<file path="config.mk">
export PLATFORM = sky130hd
export DESIGN_NAME = frame_streamer
export DESIGN_NICKNAME = d
export VERILOG_FILES = /design/src/rtl/frame_streamer_pkg.sv /design/src/rtl/vld_delay.sv /design/src/rtl/frame_streamer.sv
export SDC_FILE = /design/constraint.sdc
export NUM_CORES = 1
export LEC_CHECK = 0
export ABC_AREA = 0
export CAP_MARGIN = 10
export CORE_AREA = 2 2 102 104
export CTS_BUF_LIST = sky130_fd_sc_hd__clkbuf_16
export CTS_CLUSTER_DIAMETER = 100
export CTS_CLUSTER_SIZE = 30
export DETAILED_ROUTE_END_ITERATION = 16
export DIE_AREA = 0 0 104 106
export PLACE_DENSITY = 0.94
export SYNTH_ARGS = -nofsm -noshare
export SYNTH_HDL_FRONTEND = slang
export SYNTH_SLANG_ARGS = --single-unit
</file>
<file path="constraint.sdc">
create_clock -name clk -period 8.4 [get_ports clk]
set_input_delay 0.84 -clock clk [delete_from_list [all_inputs] [get_ports clk]]
set_output_delay 0.84 -clock clk [all_outputs]
set_load 0.005 [all_outputs]
</file>
<file path="src/rtl/frame_streamer_pkg.sv">
// Shared types and helpers for the frame streamer.
package frame_streamer_pkg;

  // Bits needed to index v distinct values (ceil(log2(v))).
  function automatic int clog2(input int v);
    int r;
    r = 0;
    while ((1 << r) < v) r++;
    return r;
  endfunction

  typedef enum logic [1:0] {IDLE, READ, GAP, DRAIN} fs_state_t;

endpackage

</file>
<file path="src/rtl/vld_delay.sv">
// Fixed-depth shift register that keeps read tags aligned with memory read data.
module vld_delay #(
  parameter int DEPTH = 2,
  parameter int W     = 2
) (
  input  logic         clk,
  input  logic         reset_n,
  input  logic [W-1:0] d,
  output logic [W-1:0] q
);

  logic [DEPTH-1:0][W-1:0] vld_pipe;

  // Shift tags one stage per cycle; reset drops anything in flight.
  always_ff @(posedge clk or negedge reset_n) begin
    if (!reset_n) begin
      vld_pipe <= '0;
    end else begin
      vld_pipe[0] <= d;
      for (int i = 1; i < DEPTH; i++) vld_pipe[i] <= vld_pipe[i-1];
    end
  end

  assign q = vld_pipe[DEPTH-1];

endmodule

</file>
<file path="src/rtl/frame_streamer.sv">
// Raster-order frame source: reads a frame from pixel memory and emits a valid/data stream.
module frame_streamer
  import frame_streamer_pkg::*;
#(
  parameter int FRAME_H_MAX = 224,
  parameter int FRAME_W_MAX = 224,
  parameter int DIN_WIDTH   = 8,
  parameter int CH_NUM      = 4,
  parameter int MEM_LATENCY = 2,
  parameter int ROW_GAP_MAX = 15,
  localparam int HW     = clog2(FRAME_H_MAX) + 1,
  localparam int WW     = clog2(FRAME_W_MAX) + 1,
  localparam int GW     = clog2(ROW_GAP_MAX) + 1,
  localparam int ADDR_W = clog2(FRAME_H_MAX * FRAME_W_MAX)
) (
  input  logic                                 clk,
  input  logic                                 reset_n,
  input  logic                                 start,
  input  logic [HW-1:0]                        frame_h,
  input  logic [WW-1:0]                        frame_w,
  input  logic [GW-1:0]                        row_gap,
  output logic                                 busy,
  output logic                                 done,
  output logic                                 mem_rd,
  output logic [ADDR_W-1:0]                    mem_addr,
  input  logic [CH_NUM*DIN_WIDTH-1:0]          mem_rdata,
  output logic                                 fout_start,
  output logic                                 dout_vld,
  output logic [CH_NUM-1:0][DIN_WIDTH-1:0]     dout
);

  // Shared gap / drain counter must reach both row_gap-1 and MEM_LATENCY.
  localparam int CW = clog2(ROW_GAP_MAX + MEM_LATENCY + 1) + 1;

  fs_state_t         state, state_nxt;
  logic [HW-1:0]     h_q, y_q;
  logic [WW-1:0]     w_q, x_q;
  logic [GW-1:0]     g_q;
  logic [CW-1:0]     cnt_q;
  logic [ADDR_W-1:0] addr_q;
  logic              rej_q;
  logic              cfg_bad, accept, row_end, last_row, gap_end, drain_end;
  logic              dl_first, dl_vld;

  assign cfg_bad   = (frame_h == '0) || (frame_w == '0) ||
                     (frame_h > HW'(FRAME_H_MAX)) || (frame_w > WW'(FRAME_W_MAX)) ||
                     (row_gap > GW'(ROW_GAP_MAX));
  assign accept    = (state == IDLE) && start && !cfg_bad;
  assign row_end   = (x_q == w_q - WW'(1));
  assign last_row  = (y_q == h_q - HW'(1));
  assign gap_end   = (cnt_q == CW'(g_q) - CW'(1));
  // Drain lasts MEM_LATENCY+1 cycles so done lands on the final dout_vld.
  assign drain_end = (cnt_q == CW'(MEM_LATENCY));
  assign mem_addr  = addr_q;

  // State register.
  always_ff @(posedge clk or negedge reset_n) begin
    if (!reset_n) state <= IDLE;
    else          state <= state_nxt;
  end

  // Next-state and strobe decode.
  always_comb begin
    state_nxt = state;
    mem_rd    = 1'b0;
    busy      = (state != IDLE);
    done      = rej_q;
    case (state)
      IDLE:  if (accept) state_nxt = READ;
      READ: begin
        mem_rd = 1'b1;
        if (row_end) begin
          if (last_row)         state_nxt = DRAIN;
          else if (g_q != '0)   state_nxt = GAP;
        end
      end
      GAP:   if (gap_end) state_nxt = READ;
      DRAIN: if (drain_end) begin
        done      = 1'b1;
        state_nxt = IDLE;
      end
      default: state_nxt = IDLE;
    endcase
  end

  // Config latch, raster counters and running address (no multiplier).
  always_ff @(posedge clk or negedge reset_n) begin
    if (!reset_n) begin
      h_q <= '0; w_q <= '0; g_q <= '0;
      x_q <= '0; y_q <= '0; addr_q <= '0;
      cnt_q <= '0; rej_q <= 1'b0;
    end else begin
      rej_q <= (state == IDLE) && start && cfg_bad;
      cnt_q <= (state_nxt == state) ? cnt_q + CW'(1) : '0;
      if (accept) begin
        h_q <= frame_h; w_q <= frame_w; g_q <= row_gap;
        x_q <= '0; y_q <= '0; addr_q <= '0;
      end else if (state == READ) begin
        x_q <= row_end ? '0 : x_q + WW'(1);
        if (row_end) y_q <= y_q + HW'(1);
        // Hold on the last pixel so the address never exceeds H*W-1.
        if (!(row_end && last_row)) addr_q <= addr_q + ADDR_W'(1);
      end
    end
  end

  vld_delay #(.DEPTH(MEM_LATENCY), .W(2)) u_vld_delay (
    .clk     (clk),
    .reset_n (reset_n),
    .d       ({mem_rd && (x_q == '0) && (y_q == '0), mem_rd}),
    .q       ({dl_first, dl_vld})
  );

  // Output register: capture read data when its tag arrives, hold otherwise.
  always_ff @(posedge clk or negedge reset_n) begin
    if (!reset_n) begin
      dout_vld   <= 1'b0;
      fout_start <= 1'b0;
      dout       <= '0;
    end else begin
      dout_vld   <= dl_vld;
      fout_start <= dl_vld && dl_first;
      if (dl_vld) dout <= mem_rdata;
    end
  end

endmodule

</file>
* Yosys cells after proc, flatten, opt, wreduce, memory -nomap -nowiden
Cells that the tools add are included.
** Word-level totals
- Flip-flop bits (word level) :: 104
- Input port bits :: 58
- Output and inout port bits :: 53
- Logic and storage cells :: 79
** Operators by class
- $add $sub $neg :: 7
- Magnitude comparators :: 3
- Equality and inequality tests :: 9
- Muxes and demuxes :: 20
- Reduce and logical (&&, ||, !) cells :: 23
** Operators with widths (number)
- $mux 9 :: 6
- $mux 16 :: 3
- $logic_not 9->1 :: 4
- $add 9x1->9 const B :: 2
- $eq 9x9->1 :: 2
- $gt 9x8->1 const B :: 2
- $sub 9x1->9 const B :: 2
- $add 16x1->16 const B :: 1
- $mux 2 :: 6
- $pmux 2 s4 :: 1
- $logic_and 1x1->1 :: 7
- $add 6x1->6 const B :: 1
- $eq 6x2->1 const B :: 1
- $eq 6x6->1 :: 1
- $mux 6 :: 1
- $reduce_bool 2->1 :: 3
- $sub 5x1->6 const B :: 1
- $gt 5x4->1 const B :: 1
- $reduce_bool 5->1 :: 1
- $eq 2x2->1 const B :: 2
- $logic_or 1x1->1 :: 4
- $reduce_and 2->1 :: 2
- $mux 1 :: 3
- $eq 2x1->1 const B :: 1
- other kinds (4) :: 4

* Depth between registers and ports, before layout
Gate-level depths: netlist of run 1.
- Depth after elaboration :: 11
- Depth in mapped cells :: 11
- Depth with buffers taken out :: 10

* Hierarchy
Synthesis of run 1 repeated with hierarchy kept, for this count alone.
** Second synthesis, totals
- Cells, all modules :: 534
- Area, all modules :: 5481.5 sq um
** By module, submodules not included
- frame_streamer :: times used 1, cells an instance 528, area an instance 5366.4 sq um, seq. area each 2502.4 sq um
- vld_delay :: times used 1, cells an instance 6, area an instance 115.1 sq um, seq. area each 100.1 sq um

* Worst setup path after synthesis of run 1
Ideal clock, no wire load.
- Path type :: register to register
- From :: register w_q[0]
- To :: register y_q[8]
- Library setup time :: 0.078 ns
- Arrival time :: 2.845 ns
- Data required time :: 8.322 ns
- Slack :: 5.477 ns
- Stages on the path, launching flop included :: 11
- Buffers on the path :: 0
- Period minus slack after synthesis :: 2.923 ns
- Cell sequence :: dfrtp_1 > inv_1 > ha_1 > xnor2_1 > xnor2_1 > or4_1 > or4b_1 > nor4_4 > nand4_2 > or3_1 > a21oi_1
** Between the ends
- Longest elaborated chain between the ends :: 4
** RTL lines
- start, declared :: line frame_streamer.sv:37 : logic [WW-1:0] w_q, x_q;
- start signal, assigned :: line frame_streamer.sv:96 : h_q <= frame_h; w_q <= frame_w; g_q <= row_gap;
- $sub 9x1->9 :: line frame_streamer.sv:49 : assign row_end = (x_q == w_q - WW'(1));
- $eq 9x9->1 :: line frame_streamer.sv:49
- $reduce_bool 2->1 (no source line)
- $reduce_and 2->1 (no source line)
- end signal, assigned :: line frame_streamer.sv:100 : if (row_end) y_q <= y_q + HW'(1);
- end, declared :: line frame_streamer.sv:36 : logic [HW-1:0] h_q, y_q;
Every way passes these cells.
A chain may end at the register's enable or synchronous reset.

* Worst setup path after layout of run 1
- From :: register w_q[0]
- To :: register addr_q[14], in the netlist mem_addr[14]
** Between the ends
- Longest elaborated chain between the ends :: 5
** RTL lines
- $sub 9x1->9 :: line frame_streamer.sv:49
- $eq 9x9->1 :: line frame_streamer.sv:49
- $logic_and 1x1->1 :: line frame_streamer.sv:102 : if (!(row_end && last_row)) addr_q <= addr_q + ADDR_W'(1);
- $ne 2x2->1 (no source line)
- $reduce_and 2->1 (no source line)
- end signal, assigned :: line frame_streamer.sv:102
- end, declared :: line frame_streamer.sv:40 : logic [ADDR_W-1:0] addr_q;
Every way passes these cells.

==> metrics.json, run 1 <==
{
  "total_detailed_routing_wirelength": {"value": 13200, "unit": "um"},
  "netlist.area_leader.share": {"value": 0.491},
  "post_cts_hold_buffer_count": {"value": 0},
  "post-route-drc-count": {"value": 0},
  "r2r-start": {"value": "w_q[0]"},
  "synth_nets": {"value": 610},
  "synth_edf_count": {"value": 0},
  "critPathMaxFanout": {"value": 13},
  "critPathLaunchType": {"value": "flip-flop"},
  "die-area": {"value": 0.0110, "unit": "mm2"},
  "share_clk_of_total_power": {"value": 0.159},
  "clkTransAtPathRegs": {"value": 0.07, "unit": "ns"},
  "grt_pass1_vias": {"value": 4493},
  "level_count_of_the_clock_h_tree": {"value": 3},
  "finalHoldViolCount": {"value": 0},
  "count_of_cells_along_the_worst_register_to_register_path": {"value": 10},
  "number_of_cells_upsized_or_downsized_after_cts": {"value": 0},
  "max-clock-path-buffers": {"value": 2},
  "insertion_delay": {"value": 0.34, "unit": "ns"},
  "cts.root.buffer_cell": {"value": "sky130_fd_sc_hd__clkbuf_16"},
  "worst-slew-pin-transition": {"value": 0.835, "unit": "ns"},
  "ys_seq_area_frac": {"value": 0.491},
  "synth_cells": {"value": 542},
  "die_w": {"value": 104, "unit": "um"},
  "wire_per_inst": {"value": 16.8, "unit": "um"},
  "initial_utilization": {"value": 0.531},
  "detailedPlacementHpwl": {"value": 9150, "unit": "um"},
  "power_switching_share": {"value": 0.381},
  "detail_route.iter0.violations": {"value": 381},
  "intPower": {"value": 1.53, "unit": "mW"},
  "syn2layout_area_growth": {"value": 28.3, "unit": "%"},
  "nets": {"value": 712},
  "hold_path_class": {"value": "reg -> reg"},
  "criticalPathCategory": {"value": "reg -> reg"},
  "global_route_wire_length_before_repair": {"value": 21800, "unit": "um"},
  "critical_path_launch_point": {"value": "w_q[0]"},
  "cts_tree": {"value": "done"},
  "power-per-cell-area": {"value": 363, "unit": "mW/mm2"},
  "die_h": {"value": 106, "unit": "um"},
  "dp_worst_setup_slack": {"value": 4.97, "unit": "ns"},
  "drive_above_1_share": {"value": 0.0924},
  "postSynthRegisterBits": {"value": 104},
  "grt_use_total": {"value": 0.243},
  "power.ir.vdd_worst": {"value": 0.161, "unit": "mV"},
  "maxClockFrequency": {"value": 280, "unit": "MHz"},
  "tritoncts.num_buffers": {"value": 9},
  "synth_async_sr_flop_share": {"value": 1.00},
  "gpl_congestion": {"value": 0.892},
  "fin_setup_tns": {"value": 0, "unit": "ns"},
  "outcome": {"value": "completed"},
  "critical_path.reg2reg.endpoint": {"value": "mem_addr[14]"},
  "setup.worst_path.end": {"value": "mem_addr[14]"},
  "core_region_area": {"value": 0.0100, "unit": "mm2"},
  "p_seq_frac": {"value": 0.393},
  "max_cap_violations": {"value": 0},
  "switchingPower": {"value": 944, "unit": "uW"},
  "yosys_most_used_dff": {"value": "sky130_fd_sc_hd__dfrtp_1"},
  "yosys.cell_types.count": {"value": 55},
  "slew_viol_final": {"value": 0},
  "netlist.top_cell.by_area": {"value": "sky130_fd_sc_hd__dfrtp_1"},
  "r2r_slack": {"value": 4.83, "unit": "ns"},
  "filler_cell_count": {"value": 698},
  "power.leakage": {"value": 2.90, "unit": "nW"},
  "worst_setup_path_end_kind": {"value": "flip-flop"},
  "clock-sinks": {"value": 104},
  "final_min_period_over_clock_period": {"value": 0.425},
  "detailedRoute.firstPassIterationCount": {"value": 5},
  "postCtsSetupRepairBufs": {"value": 0},
  "fin_worst_skew": {"value": 0.00802, "unit": "ns"},
  "netlist_area_before_placement": {"value": 0.00531, "unit": "mm2"},
  "share_of_power_burned_in_combinational_logic": {"value": 0.448},
  "grt_max_degree": {"value": 66},
  "relSlewSlack": {"value": 0.442},
  "port_buffer_count": {"value": 110},
  "rows": {"value": 37},
  "final_period_minus_worst_setup_slack": {"value": 3.57, "unit": "ns"},
  "crit_arrival": {"value": 3.83, "unit": "ns"},
  "gr-total-overflow": {"value": 0},
  "synthesis.area_per_instance": {"value": 9.79, "unit": "um2"},
  "setup_violations": {"value": 0},
  "antenna_diode_count": {"value": 0},
  "drtAntennaViolNets": {"value": 0},
  "vias": {"value": 4583},
  "post_drt_via_cell_ratio": {"value": 5.84},
  "synthTopCellsByArea": {"value": "sky130_fd_sc_hd__dfrtp_1, sky130_fd_sc_hd__mux2_2, sky130_fd_sc_hd__nand2_1"},
  "rsz0062_at_grt": {"value": "false"},
  "critical_path_data_required_time": {"value": 8.65, "unit": "ns"},
  "synth-warning-count": {"value": 0},
  "grt_antenna_before_repair": {"value": 0},
  "setup_ws": {"value": 4.83, "unit": "ns"},
  "boundaryPins": {"value": 111}
}
-- through the flow --
stage                     power, mW  hold slack, ns  area, um2   util  instances
after detailed placement       2.04           0.343       6510  0.651        768
after floorplan                1.58           0.331       5310      -        542
final                          2.47           0.360       6810  0.681        785
after global placement         1.96           0.333       6510  0.651        768
after CTS                      2.45           0.358       6780  0.678        784
after global routing           2.64           0.369       6810  0.681        785
-- sequential cells by signal, summed over array words and instances, names as in the netlist --
name,cells
x_q,9
dout_vld,1
u_vld_delay.q,2
w_q,9
y_q,9
state,2
cnt_q,6
u_vld_delay.vld_pipe,2
rej_q,1
fout_start,1
g_q,5
dout,32
mem_addr,16
h_q,9
-- worst min-delay path by stage --
stage | start | cells past startpoint | end
global route | u_vld_delay.vld_pipe[1] | 0 | u_vld_delay.q[1]
CTS | u_vld_delay.vld_pipe[1] | 0 | u_vld_delay.q[1]
finish | u_vld_delay.vld_pipe[1] | 0 | u_vld_delay.q[1]
floorplan | u_vld_delay.vld_pipe[0] | 0 | u_vld_delay.q[0]
global placement | u_vld_delay.vld_pipe[0] | 0 | u_vld_delay.q[0]
detailed placement | u_vld_delay.vld_pipe[1] | 0 | u_vld_delay.q[1]
-- layer usage --
metal / global-route usage / vias up / share of wire / routed length, um
li1: - / 2101 / - / -
met1: 0.323 / 2231 / 0.43 / 5620
met2: 0.412 / 225 / 0.49 / 6430
met3: 0.0441 / 26 / 0.066 / 874
met4: 0.0695 / 0 / 0.020 / 261
met5: 0 / - / 0 / 0
-- synthesized netlist by cell type, drive strengths merged (2+ instances only) --
library cell,n
a211oi,2
mux2i,5
inv,21
dfrtp,104
and3,10
and2,4
a31oi,2
o31a,2
nand3,21
nand4b,3
buf,4
o21a,2
ha,10
nor3,23
nor2b,6
nor4b,3
a41o,2
a21o,2
a21oi,15
nor2,39
mux2,33
nand3b,3
clkbuf,18
o22ai,3
xnor2,23
o21ai,32
xor2,19
o41ai,2
nand2b,3
o31ai,6
nand4,5
nand2,81
o211ai,3
nor4,7
or4,6
or3,7
-- cell families after synthesis --
group	Yosys count	synth area share
fa+ha+maj	10	0.0236
mux	38	0.0795
flops	104	0.491
compound gates	79	0.0932
buf+inv	44	0.0316
simple gates	225	0.212
xor+xnor	42	0.0693
-- cell usage in the layout (no fill, tap or decap), types with 3 or more instances in the layout --
| master | instances |
|---|---|
| sky130_fd_sc_hd__clkdlybuf4s50_1 | 109 |
| sky130_fd_sc_hd__dfrtp_1 | 104 |
| sky130_fd_sc_hd__nand2_1 | 81 |
| sky130_fd_sc_hd__nor2_1 | 39 |
| sky130_fd_sc_hd__mux2_2 | 33 |
| sky130_fd_sc_hd__xnor2_1 | 23 |
| sky130_fd_sc_hd__inv_1 | 22 |
| sky130_fd_sc_hd__nor3_1 | 22 |
| sky130_fd_sc_hd__nand3_1 | 21 |
| sky130_fd_sc_hd__o21ai_1 | 20 |
| sky130_fd_sc_hd__xor2_1 | 19 |
| sky130_fd_sc_hd__a21oi_1 | 15 |
| sky130_fd_sc_hd__o21ai_0 | 12 |
| sky130_fd_sc_hd__and3_1 | 10 |
| sky130_fd_sc_hd__ha_1 | 10 |
| sky130_fd_sc_hd__clkbuf_16 | 9 |
| sky130_fd_sc_hd__nor2b_1 | 6 |
| sky130_fd_sc_hd__o31ai_1 | 6 |
| sky130_fd_sc_hd__or3_1 | 6 |
| sky130_fd_sc_hd__mux2i_1 | 5 |
| sky130_fd_sc_hd__or4_1 | 5 |
| sky130_fd_sc_hd__nor4_1 | 5 |
| sky130_fd_sc_hd__nand4_1 | 4 |
| sky130_fd_sc_hd__and2_1 | 4 |
| sky130_fd_sc_hd__nand3b_1 | 3 |
| sky130_fd_sc_hd__nand4b_1 | 3 |
| sky130_fd_sc_hd__nor4b_1 | 3 |
| sky130_fd_sc_hd__o22ai_1 | 3 |
| sky130_fd_sc_hd__o211ai_1 | 3 |
| sky130_fd_sc_hd__nand2b_1 | 3 |
| sky130_fd_sc_hd__buf_4 | 3 |
-- power groups by stage --
stage	combinational, mW	sequential (mW)	clock (mW)
CTS	1.07	0.985	0.396
global route	1.21	1.01	0.418
global placement	0.995	0.965	0
finish	1.11	0.973	0.394
detailed placement	1.05	0.991	0
floorplan	0.684	0.892	0
-- critical path, stage by stage (launching register included) --
cell	delay, ns
sky130_fd_sc_hd__dfrtp_1	0.47
sky130_fd_sc_hd__inv_1	0.11
sky130_fd_sc_hd__ha_1	0.32
sky130_fd_sc_hd__xor2_1	0.18
sky130_fd_sc_hd__nand2_1	0.10
sky130_fd_sc_hd__or4_1	0.40
sky130_fd_sc_hd__or4b_1	0.56
sky130_fd_sc_hd__nand2b_1	0.29
sky130_fd_sc_hd__nor2_1	0.64
sky130_fd_sc_hd__o41ai_1	0.23
sky130_fd_sc_hd__a21oi_1	0.19
-- layout make-up --
cell class              count  area [um2]  area share
flip-flops and latches    104        2600       0.382
multi-input cells         394        2540       0.373
repair buffers            113        1140       0.168
clock buffers               9         225      0.0331
well taps                 136         170      0.0250
inverters                  22        82.6      0.0121
clock inverters             7        46.3     0.00680
(Power assumes the default switching activity.)
==> inputs of run 2 (changes only) <==
--- a/config.mk
+++ b/config.mk
@@ -7,13 +7,13 @@
 export LEC_CHECK = 0
 export ABC_AREA = 0
 export CAP_MARGIN = 10
-export CORE_AREA = 2 2 102 104
+export CORE_AREA = 2 2 105 107
 export CTS_BUF_LIST = sky130_fd_sc_hd__clkbuf_16
 export CTS_CLUSTER_DIAMETER = 100
 export CTS_CLUSTER_SIZE = 30
 export DETAILED_ROUTE_END_ITERATION = 16
-export DIE_AREA = 0 0 104 106
-export PLACE_DENSITY = 0.94
+export DIE_AREA = 0 0 107 109
+export PLACE_DENSITY = 0.9
 export SYNTH_ARGS = -nofsm -noshare
 export SYNTH_HDL_FRONTEND = slang
 export SYNTH_SLANG_ARGS = --single-unit
==> constraint.sdc (replaced) <==
create_clock -name clk -period 3.51 [get_ports clk]
set_input_delay 0.351 -clock clk [delete_from_list [all_inputs] [get_ports clk]]
set_output_delay 0.351 -clock clk [all_outputs]
set_load 0.005 [all_outputs]
==> run 2 against run 1 <==
Effect of this change: count of clock-buffer cells in the layout is the same; highest routed layer unchanged; clock power grew to 2.6 times the previous value; sequential power grew 140%.
==> metrics.json, run 2 (synthesis gave the netlist of run 1 again) <==
{
  "outcome": {"value": "completed"},
  "mostFrequentLayoutCells": {"value": "sky130_fd_sc_hd__clkdlybuf4s50_1, sky130_fd_sc_hd__dfrtp_1, sky130_fd_sc_hd__nand2_1"},
  "rows": {"value": 38},
  "global_route_wire_length_before_repair": {"value": 20800, "unit": "um"},
  "clock-sinks": {"value": 104},
  "detailedPlacementHpwl": {"value": 9200, "unit": "um"},
  "vias": {"value": 4466},
  "level_count_of_the_clock_h_tree": {"value": 3},
  "grt_use_total": {"value": 0.225},
  "filler_cell_count": {"value": 806},
  "numPlacedInstances": {"value": 777},
  "die-area": {"value": 0.0117, "unit": "mm2"},
  "tritoncts.num_buffers": {"value": 9},
  "detail_route.iter0.violations": {"value": 245},
  "power.leakage": {"value": 2.94, "unit": "nW"},
  "drtAntennaViolNets": {"value": 0},
  "hold_depth": {"value": 0},
  "r2r-start": {"value": "w_q[0]"},
  "postCtsSetupRepairBufs": {"value": 0},
  "fin_setup_tns": {"value": 0, "unit": "ns"},
  "slew_viol_final": {"value": 0},
  "cts_tree": {"value": "done"},
  "final_period_minus_worst_setup_slack": {"value": 3.23, "unit": "ns"},
  "critPathMaxFanout": {"value": 7},
  "cts.root.buffer_cell": {"value": "sky130_fd_sc_hd__clkbuf_16"},
  "critical_path_data_required_time": {"value": 3.78, "unit": "ns"},
  "rsz0062_at_grt": {"value": "false"},
  "antenna_diode_count": {"value": 0},
  "crit_arrival": {"value": 3.50, "unit": "ns"},
  "finalHoldViolCount": {"value": 0},
  "wire_per_inst": {"value": 15.7, "unit": "um"},
  "syn2layout_area_growth": {"value": 29.7, "unit": "%"},
  "area.sequential": {"value": 0.00260, "unit": "mm2"},
  "fin_worst_skew": {"value": 0.0115, "unit": "ns"},
  "critPathLaunchType": {"value": "flip-flop"},
  "post-route-drc-count": {"value": 0},
  "clkTransAtPathRegs": {"value": 0.07, "unit": "ns"},
  "multi_input_combinational_cell_area": {"value": 0.00254, "unit": "mm2"},
  "total_detailed_routing_wirelength": {"value": 12500, "unit": "um"},
  "grt_antenna_before_repair": {"value": 0},
  "max-clock-path-buffers": {"value": 2},
  "nets": {"value": 718},
  "max_reg_flops": {"value": 32},
  "critical_path.reg2reg.endpoint": {"value": "mem_addr[12]"},
  "grt_pass1_vias": {"value": 4487},
  "grt_max_degree": {"value": 39},
  "relSlewSlack": {"value": 0.452},
  "criticalPathCategory": {"value": "reg -> reg"},
  "hold_path_class": {"value": "reg -> reg"},
  "die_h": {"value": 109, "unit": "um"},
  "final_min_period_over_clock_period": {"value": 0.920},
  "worst-slew-pin-transition": {"value": 0.815, "unit": "ns"},
  "maxClockFrequency": {"value": 310, "unit": "MHz"},
  "core_region_area": {"value": 0.0106, "unit": "mm2"},
  "gr-total-overflow": {"value": 0},
  "r2r_slack": {"value": 0.28, "unit": "ns"},
  "gpl_congestion": {"value": 0.876},
  "layout.cells.most_common": {"value": "sky130_fd_sc_hd__clkdlybuf4s50_1"},
  "whs_endpoint": {"value": "u_vld_delay.q[1]"},
  "count_of_cells_along_the_worst_register_to_register_path": {"value": 10},
  "die_w": {"value": 107, "unit": "um"},
  "setup_ws": {"value": 0.281, "unit": "ns"},
  "dp_worst_setup_slack": {"value": 0.237, "unit": "ns"},
  "detailedRoute.firstPassIterationCount": {"value": 5},
  "max_cap_violations": {"value": 0},
  "power.ir.vdd_worst": {"value": 0.391, "unit": "mV"},
  "insertion_delay": {"value": 0.35, "unit": "ns"},
  "initial_utilization": {"value": 0.500},
  "worst_setup_path_end_kind": {"value": "flip-flop"},
  "final-instance-count-excl-fill": {"value": 795},
  "port_buffer_count": {"value": 110},
  "power-per-cell-area": {"value": 858, "unit": "mW/mm2"},
  "setup_violations": {"value": 0},
  "drive_above_1_share": {"value": 0.102},
  "register_ranked_first_by_flip_flop_count": {"value": "dout"},
  "boundaryPins": {"value": 111},
  "min-delay-start": {"value": "u_vld_delay.vld_pipe[1]"},
  "post_drt_via_cell_ratio": {"value": 5.62}
}
-- run 2: how the worst max path moves through the flow --
stage,start,end,cells past startpoint
floorplan,w_q[0],y_q[8],10
global placement,w_q[0],mem_addr[11],10
detailed placement,w_q[0],mem_addr[11],10
CTS,w_q[0],mem_addr[3],10
global route,w_q[0],x_q[4],10
finish,w_q[0],mem_addr[12],10
-- run 2: layout make-up --
cell class	instances	share of cell area
sequential	104	0.378
multi-input combinational	394	0.370
timing repair buffer	119	0.171
clock buffer	9	0.0327
tap	140	0.0254
inverter	22	0.0120
clock inverter	7	0.0111
-- run 2: what timing repair did --
action	in CTS	in global routing
endpoints found under the hold margin	36	0
gates resized for setup	0	1
hold buffers	1	0
endpoints found under the setup margin	0	1
-- run 2: where the power goes --
part / internal, mW / switching [mW]
clock: 0.561 / 0.450
sequential: 1.72 / 0.605
combinational: 1.45 / 1.12
total: 3.73 / 2.17
-- run 2: metal layers --
layer	vias up	GRT usage	part of all wire
met5	-	0	0
met4	0	0.102	0.022
met3	31	0.0418	0.067
met2	176	0.385	0.49
met1	2149	0.280	0.42
li1	2110	-	-
-- run 2: per-stage QoR --
step,instance area [um2],power (mW),utilization,hold slack (ns)
3_3_place_gp,6550,4.70,0.618,0.333
6_report,6880,5.90,0.649,0.350
2_1_floorplan,5310,3.77,-,0.0554
4_1_cts,6860,5.91,0.647,0.352
3_5_place_dp,6550,4.89,0.618,0.336
5_1_grt,6880,6.34,0.649,0.365
-- run 2: worst max-delay path, cell delays in order (launching register included) --
cell and delay (ns):
sky130_fd_sc_hd__dfrtp_1 0.47, sky130_fd_sc_hd__inv_1 0.10, sky130_fd_sc_hd__ha_1 0.22, sky130_fd_sc_hd__xnor2_1 0.14, sky130_fd_sc_hd__xnor2_1 0.14, sky130_fd_sc_hd__or4_1 0.48, sky130_fd_sc_hd__or4b_1 0.56, sky130_fd_sc_hd__nand2b_1 0.32
sky130_fd_sc_hd__o211a_1 0.35, sky130_fd_sc_hd__a41o_1 0.25, sky130_fd_sc_hd__a21oi_1 0.13
